==> config.mk <==
export PLATFORM = sky130hd
export DESIGN_NAME = match_judge
export DESIGN_NICKNAME = d
export VERILOG_FILES = /design/src/rtl/match_judge.sv
export SDC_FILE = /design/constraint.sdc
export NUM_CORES = 1
export LEC_CHECK = 0
export ABC_AREA = 1
export CAP_MARGIN = 40
export CORE_ASPECT_RATIO = 0.5
export CORE_MARGIN = 2
export CORE_UTILIZATION = 40
export CTS_BUF_LIST = sky130_fd_sc_hd__clkbuf_8
export CTS_CLUSTER_SIZE = 20
export DETAILED_ROUTE_END_ITERATION = 12
export DONT_BUFFER_PORTS = 1
export PLACE_DENSITY_LB_ADDON = 0.08
export SLEW_MARGIN = 20
export SYNTH_ARGS = -nofsm -noshare
export SYNTH_HDL_FRONTEND = slang
export SYNTH_SLANG_ARGS = --single-unit
==> constraint.sdc <==
create_clock -name clk -period 1.86 [get_ports clk]
set_input_delay 0.279 -clock clk [delete_from_list [all_inputs] [get_ports clk]]
set_output_delay 0.279 -clock clk [all_outputs]
set_load 0.1 [all_outputs]
==> src/rtl/match_judge.sv <==
// match_judge: latches a pair of tile picks on Enter, looks up their symbols,
// judges the pair (match / miss / illegal), keeps hit/miss scores and the
// revealed-tile mask, and detects win/lose end of game with keyboard restart.
module match_judge #(
  parameter int         N_TILES      = 16,
  parameter int         IDX_W        = $clog2(N_TILES),
  parameter int         SYM_W        = 3,
  parameter int         CNT_W        = 4,
  parameter int         WIN_HITS     = N_TILES / 2,
  parameter int         MAX_MISS     = 8,
  parameter logic [7:0] ENTER_CODE   = 8'h5A,
  parameter logic [7:0] RESTART_CODE = 8'h2D
) (
  input  logic                     clk,
  input  logic                     reset,
  input  logic                     NewKB,
  input  logic [7:0]               KB_DAT,
  input  logic [IDX_W-1:0]         pick_a,
  input  logic [IDX_W-1:0]         pick_b,
  input  logic [N_TILES*SYM_W-1:0] sym_flat,
  output logic [CNT_W-1:0]         ccount,
  output logic [CNT_W-1:0]         wcount,
  output logic [N_TILES-1:0]       flip,
  output logic                     keyenter,
  output logic                     datareset,
  output logic                     match,
  output logic                     illegal,
  output logic                     busy,
  output logic                     game_over,
  output logic                     win
);

  typedef enum logic [1:0] {IDLE, LATCH, JUDGE, OVER} state_t;

  // A win target the counter can never hold must never fire through truncation.
  localparam bit             WIN_REACH = (WIN_HITS < (2 ** CNT_W));
  localparam bit             LOSE_ON   = (MAX_MISS != 0) && (MAX_MISS < (2 ** CNT_W));
  localparam logic [CNT_W-1:0] WIN_V   = CNT_W'(WIN_HITS);
  localparam logic [CNT_W-1:0] LOSE_V  = CNT_W'(MAX_MISS);

  state_t             state;
  logic [IDX_W-1:0]   idx_a, idx_b;
  logic [SYM_W-1:0]   sym_a, sym_b;
  logic [SYM_W-1:0]   sym_tab [N_TILES];

  logic               enter, restart;
  logic               pair_illegal, pair_match, pair_miss;
  logic [CNT_W-1:0]   ccount_nxt, wcount_nxt;
  logic [N_TILES-1:0] flip_nxt;
  logic               end_win, end_lose;

  // Counters stick at all-ones instead of wrapping.
  function automatic logic [CNT_W-1:0] sat_inc(input logic [CNT_W-1:0] v);
    if (&v) return v;
    return v + CNT_W'(1);
  endfunction

  assign enter   = NewKB && (KB_DAT == ENTER_CODE);
  assign restart = NewKB && (KB_DAT == RESTART_CODE);
  assign busy    = (state == LATCH) || (state == JUDGE);

  for (genvar i = 0; i < N_TILES; i++) begin : g_sym
    assign sym_tab[i] = sym_flat[i*SYM_W +: SYM_W];
  end

  // Pick and symbol holding registers; pure data, so no reset.
  always_ff @(posedge clk) begin
    if (state == IDLE && enter) begin
      idx_a <= pick_a;
      idx_b <= pick_b;
    end
    if (state == LATCH) begin
      sym_a <= sym_tab[idx_a];
      sym_b <= sym_tab[idx_b];
    end
  end

  // Outcome of the latched pair and the score/mask it would produce.
  always_comb begin
    pair_illegal = (idx_a == idx_b) || flip[idx_a] || flip[idx_b];
    pair_match   = !pair_illegal && (sym_a == sym_b);
    pair_miss    = !pair_illegal && !pair_match;
    ccount_nxt   = pair_match ? sat_inc(ccount) : ccount;
    wcount_nxt   = pair_miss  ? sat_inc(wcount) : wcount;
    flip_nxt     = flip;
    if (pair_match) begin
      flip_nxt[idx_a] = 1'b1;
      flip_nxt[idx_b] = 1'b1;
    end
    end_win  = WIN_REACH && (ccount_nxt == WIN_V);
    end_lose = LOSE_ON && (wcount_nxt == LOSE_V);
  end

  // Game FSM with registered scores, mask, pulses and end-of-game flags.
  always_ff @(posedge clk or negedge reset) begin
    if (!reset) begin
      state     <= IDLE;
      ccount    <= '0;
      wcount    <= '0;
      flip      <= '0;
      keyenter  <= 1'b0;
      datareset <= 1'b0;
      match     <= 1'b0;
      illegal   <= 1'b0;
      game_over <= 1'b0;
      win       <= 1'b0;
    end else begin
      keyenter  <= 1'b0;
      datareset <= 1'b0;
      match     <= 1'b0;
      illegal   <= 1'b0;
      if (restart) begin
        // Restart wins over everything, including a judgement in flight.
        state     <= IDLE;
        ccount    <= '0;
        wcount    <= '0;
        flip      <= '0;
        game_over <= 1'b0;
        win       <= 1'b0;
      end else begin
        case (state)
          IDLE: if (enter) state <= LATCH;
          LATCH: state <= JUDGE;
          JUDGE: begin
            ccount    <= ccount_nxt;
            wcount    <= wcount_nxt;
            flip      <= flip_nxt;
            keyenter  <= 1'b1;
            datareset <= 1'b1;
            match     <= pair_match;
            illegal   <= pair_illegal;
            if (end_win || end_lose) begin
              state     <= OVER;
              game_over <= 1'b1;
              win       <= end_win;
            end else begin
              state <= IDLE;
            end
          end
          OVER: state <= OVER;
          default: state <= IDLE;
        endcase
      end
    end
  end

endmodule

==> metrics.md <==
| Metric | Value |
|---|---|
| DRC | `0` |
| CP Cell Sequence | `buf_6, nand2_4, nand2_2, nand2_1, nand2_1, nand2_1, nand2_2, nor2_4, nand2_4, nor2_8, nand2_8, nand2_4, nand2_2, inv_2, nor2_4, nand3_2, nand2_1, o21ai_1, inv_1` |
| Final HPWL DP | `8.76 mm` |
| Post-synthesis net count | `roughly 560` |
| Cells on Worst Hold Path | `0` |
| Root buffer cell | `clkbuf_8` |
| IO Pins | `98` |
| Setup repair after global routing missed its margin | `true` |
| Largest stage delay, worst path | `around 0.50 ns` |
| Routed Antenna Nets | `0` |
| Total GRT Usage | `roughly 24%` |
| Vias post-DR | `approximately 3,700` |
| Mean post-synth cell area | `around 7.3 µm²` |
| Violated checks | `negative setup slack` |
| Register-to-register setup slack | `-0.33 ns` |
| Final Instance Area | `0.00500 mm²` |
| Initial antenna violation count | `0` |
| Core Region | `around 0.0086 mm²` |
| Critical path arrival | `roughly 2.4 ns` |
| Rows | `24` |
| Peak supply drop | `roughly 1.5 mV` |
| Max capacitance violation total | `0` |
| GP Congestion | `between 0.8 and 0.9` |
| Area contributors post-synth | `dfrtp_1 22%, nand2_1 16%, edfxtp_1 12%` |
| Drt pass-1 iters | `4` |
| Seq/Total Area, Yosys | `about a third` |
| Yosys warnings | `0` |
| Number of global-route vias before repair | `around 3,500` |
| H-tree depth | `2` |
| Worst hold start | `pick_a[1]` |
| Hold crit path type | `in -> reg` |
| Sink Count | `45` |
| Clock slew seen by the registers of the worst setup and hold paths | `~0.09 ns` |
| Grt ovf | `0` |
| Worst setup margin | `-0.325 ns` |
| CP Launch Type | `register` |
| Clk_skew | `0.00850 ns` |
| CTS tree | `built` |
| Fillcell total | `830` |
| Setup CP Type | `reg -> reg` |
| Layout area overhead | `41.2%` |
| Die area | `between 0.009 and 0.01 mm²` |
| Critical-path top delay cell | `edfxtp_1` |
| Final WL | `roughly 12 mm` |
| Initial Utilization | `40.9%` |
| Period utilisation layout | `117%` |
| Slew Limit Headroom | `a little under two thirds` |
| Hold worst-path end | `idx_a[1]$_DFFE_PP_` |
| Fin. max-slew vios | `0` |
| Largest area contributor in the netlist | `dfrtp_1` |
| Max Root-Sink Buffers | `2` |
| Tmin final | `2.19 ns` |
| Worst reg2reg path depth | `19` |
| Worst path most repeated cell | `nand2_1` |
| Async S/R FF share, synth | `about 69%` |
| EDFF count, synth | `14` |
| Diode count | `0` |
| Worst slew pin tran | `~0.55 ns` |
| Min Hold Slack | `between 0.05 and 0.06 ns` |
| Crit end category | `register` |
| Yosys cell types | `43` |
| Register area | `0.00127 mm²` |
| Yosys top cell area share | `21.9%` |
| #FFs+latches synth | `45` |
| First-pass GRT wire length | `between 15 and 20 mm` |
| Final number of hold-violating endpoints | `0` |
| DR WL/cell | `about 17 µm` |
| Worst-path fanout max | `8` |
| Clock Latency Late Sink | `a little over 0.3 ns` |
| Num CTS Buffers | `5` |
| Iteration-0 DRC count of the detailed router | `between 200 and 250` |
| DP Area | `around 0.0044 mm²` |
| R2r endpoint | `game_over$_DFFE_PN0P_` |
| PortBufs | `0` |
| Share of cells above drive strength 1 | `between 40% and 50%` |
| Multi-input logic area | `~0.0023 mm²` |
| Cell area power density | `1250 mW/mm²` |
| Synthesized area | `0.00354 mm²` |
| NumNets Final | `roughly 660` |
| Die width | `137 µm` |
| Most used flip-flop cell after synthesis | `dfrtp_1` |
| Max Fclk | `roughly 460 MHz` |
| # setup viols final | `28` |
| R2R Path Start | `idx_b[0]$_DFFE_PP_` |
| Largest net degree at the start of global routing | `32` |
| Vias per cell | `5.28` |
| Final Util | `57.8%` |
| Die Span Y | `~70 µm` |
| Mapped Cells | `between 400 and 500` |
| Leakage | `about 2.3 nW` |
| Status | `finished, violations left` |
| Worst path required time | `~2.1 ns` |
==> cells in the mapped netlist (4+ instances only) <==
library cell,number
o221ai_1,24
inv_1,70
o21ai_0,9
dfrtp_1,31
inv_2,11
nand4_1,11
buf_6,5
clkbuf_1,7
a22oi_1,24
a21oi_1,8
ha_1,7
a221oi_1,7
nor2_1,17
o21ai_1,4
o21a_1,5
xor2_1,4
edfxtp_1,14
nand2_1,155
nand3_1,12
nor2_2,9
o22ai_1,14
==> routing by layer <==
layer / track usage (%) / share of wire [%]
met5: 0 / 0
met4: 6.19 / 0.97
met3: 4.94 / 6.5
met2: 38.3 / 46
met1: 33.7 / 47
==> power by group <==
part           internal [mW]  switching (mW)  total [mW]  leakage, nW
Sequential              1.39           0.223        1.61        0.462
Clock                  0.269           0.393       0.662       0.0489
Combinational           1.12            2.86        3.98         1.83
==> worst max-delay path by stage <==
stage,start,slack (ns),end
after floorplan,flip[7]$_DFFE_PN0P_,-0.14,game_over$_DFFE_PN0P_
after global placement,idx_a[0]$_DFFE_PP_,-0.35,sym_a[1]$_DFFE_PN_
after detailed placement,idx_a[0]$_DFFE_PP_,-0.35,state[1]$_DFFE_PN0P_
after CTS,idx_b[0]$_DFFE_PP_,-0.30,state[1]$_DFFE_PN0P_
after global routing,idx_a[0]$_DFFE_PP_,-0.49,state[1]$_DFFE_PN0P_
final,idx_b[0]$_DFFE_PP_,-0.33,game_over$_DFFE_PN0P_
==> cell families after synthesis <==
| kind of cell | count (synthesis) | synth area share (%) |
|---|---|---|
| DFF | 45 | 33.8 |
| AOI/OAI and AO/OA | 102 | 21.0 |
| muxes | 1 | 0.318 |
| and+or+nand+nor | 225 | 29.3 |
| buffers and inverters | 98 | 11.6 |
| adders and majority gates | 7 | 2.48 |
| xor gates and xnor gates | 6 | 1.49 |
==> repair_timing <==
action,4_1_cts,5_1_grt
endpoints found under the setup margin,35,35
pin swaps,7,38
cloned,1,1
setup buffers,4,8
gates resized for setup,20,77
hold buffers,2,0
hold endpoints to repair,31,0
==> state kept, by name (all words and copies together), names as in the netlist <==
register,flops
state,2
idx_a,4
sym_a,3
wcount,4
flip,16
idx_b,4
ccount,4
match,1
win,1
illegal,1
sym_b,3
datareset,1
game_over,1
==> through the flow <==
stage | instances | setup slack [ns] | total power, mW | setup TNS (ns)
floorplan | 484 | -0.144 | 4.36 | -1.10
global placement | 679 | -0.346 | 5.28 | -6.82
detailed placement | 680 | -0.350 | 5.28 | -6.74
CTS | 695 | -0.300 | 6.01 | -5.64
global route | 701 | -0.490 | 6.59 | -9.92
finish | 701 | -0.325 | 6.26 | -5.51
==> cells in the final DEF (no fill, tap or decap), types with 5 or more instances in the layout <==
cell	instances
ha_1	6
inv_1	66
a22oi_2	6
buf_12	5
nand2_4	8
edfxtp_1	14
a22oi_1	18
a221oi_1	7
dfrtp_2	7
dfrtp_4	18
nand3_1	10
nand2_1	129
nand4_1	11
o221ai_2	7
nor2_2	9
nor2_4	7
o22ai_2	8
dfrtp_1	6
inv_2	12
o21ai_2	6
buf_4	92
buf_6	8
o21a_1	5
clkbuf_8	5
o22ai_1	6
a21oi_2	7
nor2_1	13
o221ai_1	17
nand2_2	23
==> worst max-delay path: cells and delay by family, from the launching register on <==
family,cells,cell delay [ns]
and+or+nand+nor,15,1.18
DFF,1,0.50
buffers and inverters,3,0.28
AOI/OAI and AO/OA,1,0.12
==> area by class of cell <==
type | count | area share [%]
Clock inverter | 3 | 0.401
Sequential cell | 45 | 25.5
Inverter | 82 | 6.31
Clock buffer | 5 | 1.38
Multi-Input combinational cell | 341 | 45.2
Timing Repair inverter | 1 | 0.150
Timing Repair Buffer | 107 | 18.1
Tap cell | 117 | 2.93
Note: power is estimated with default switching activity, not from simulation.
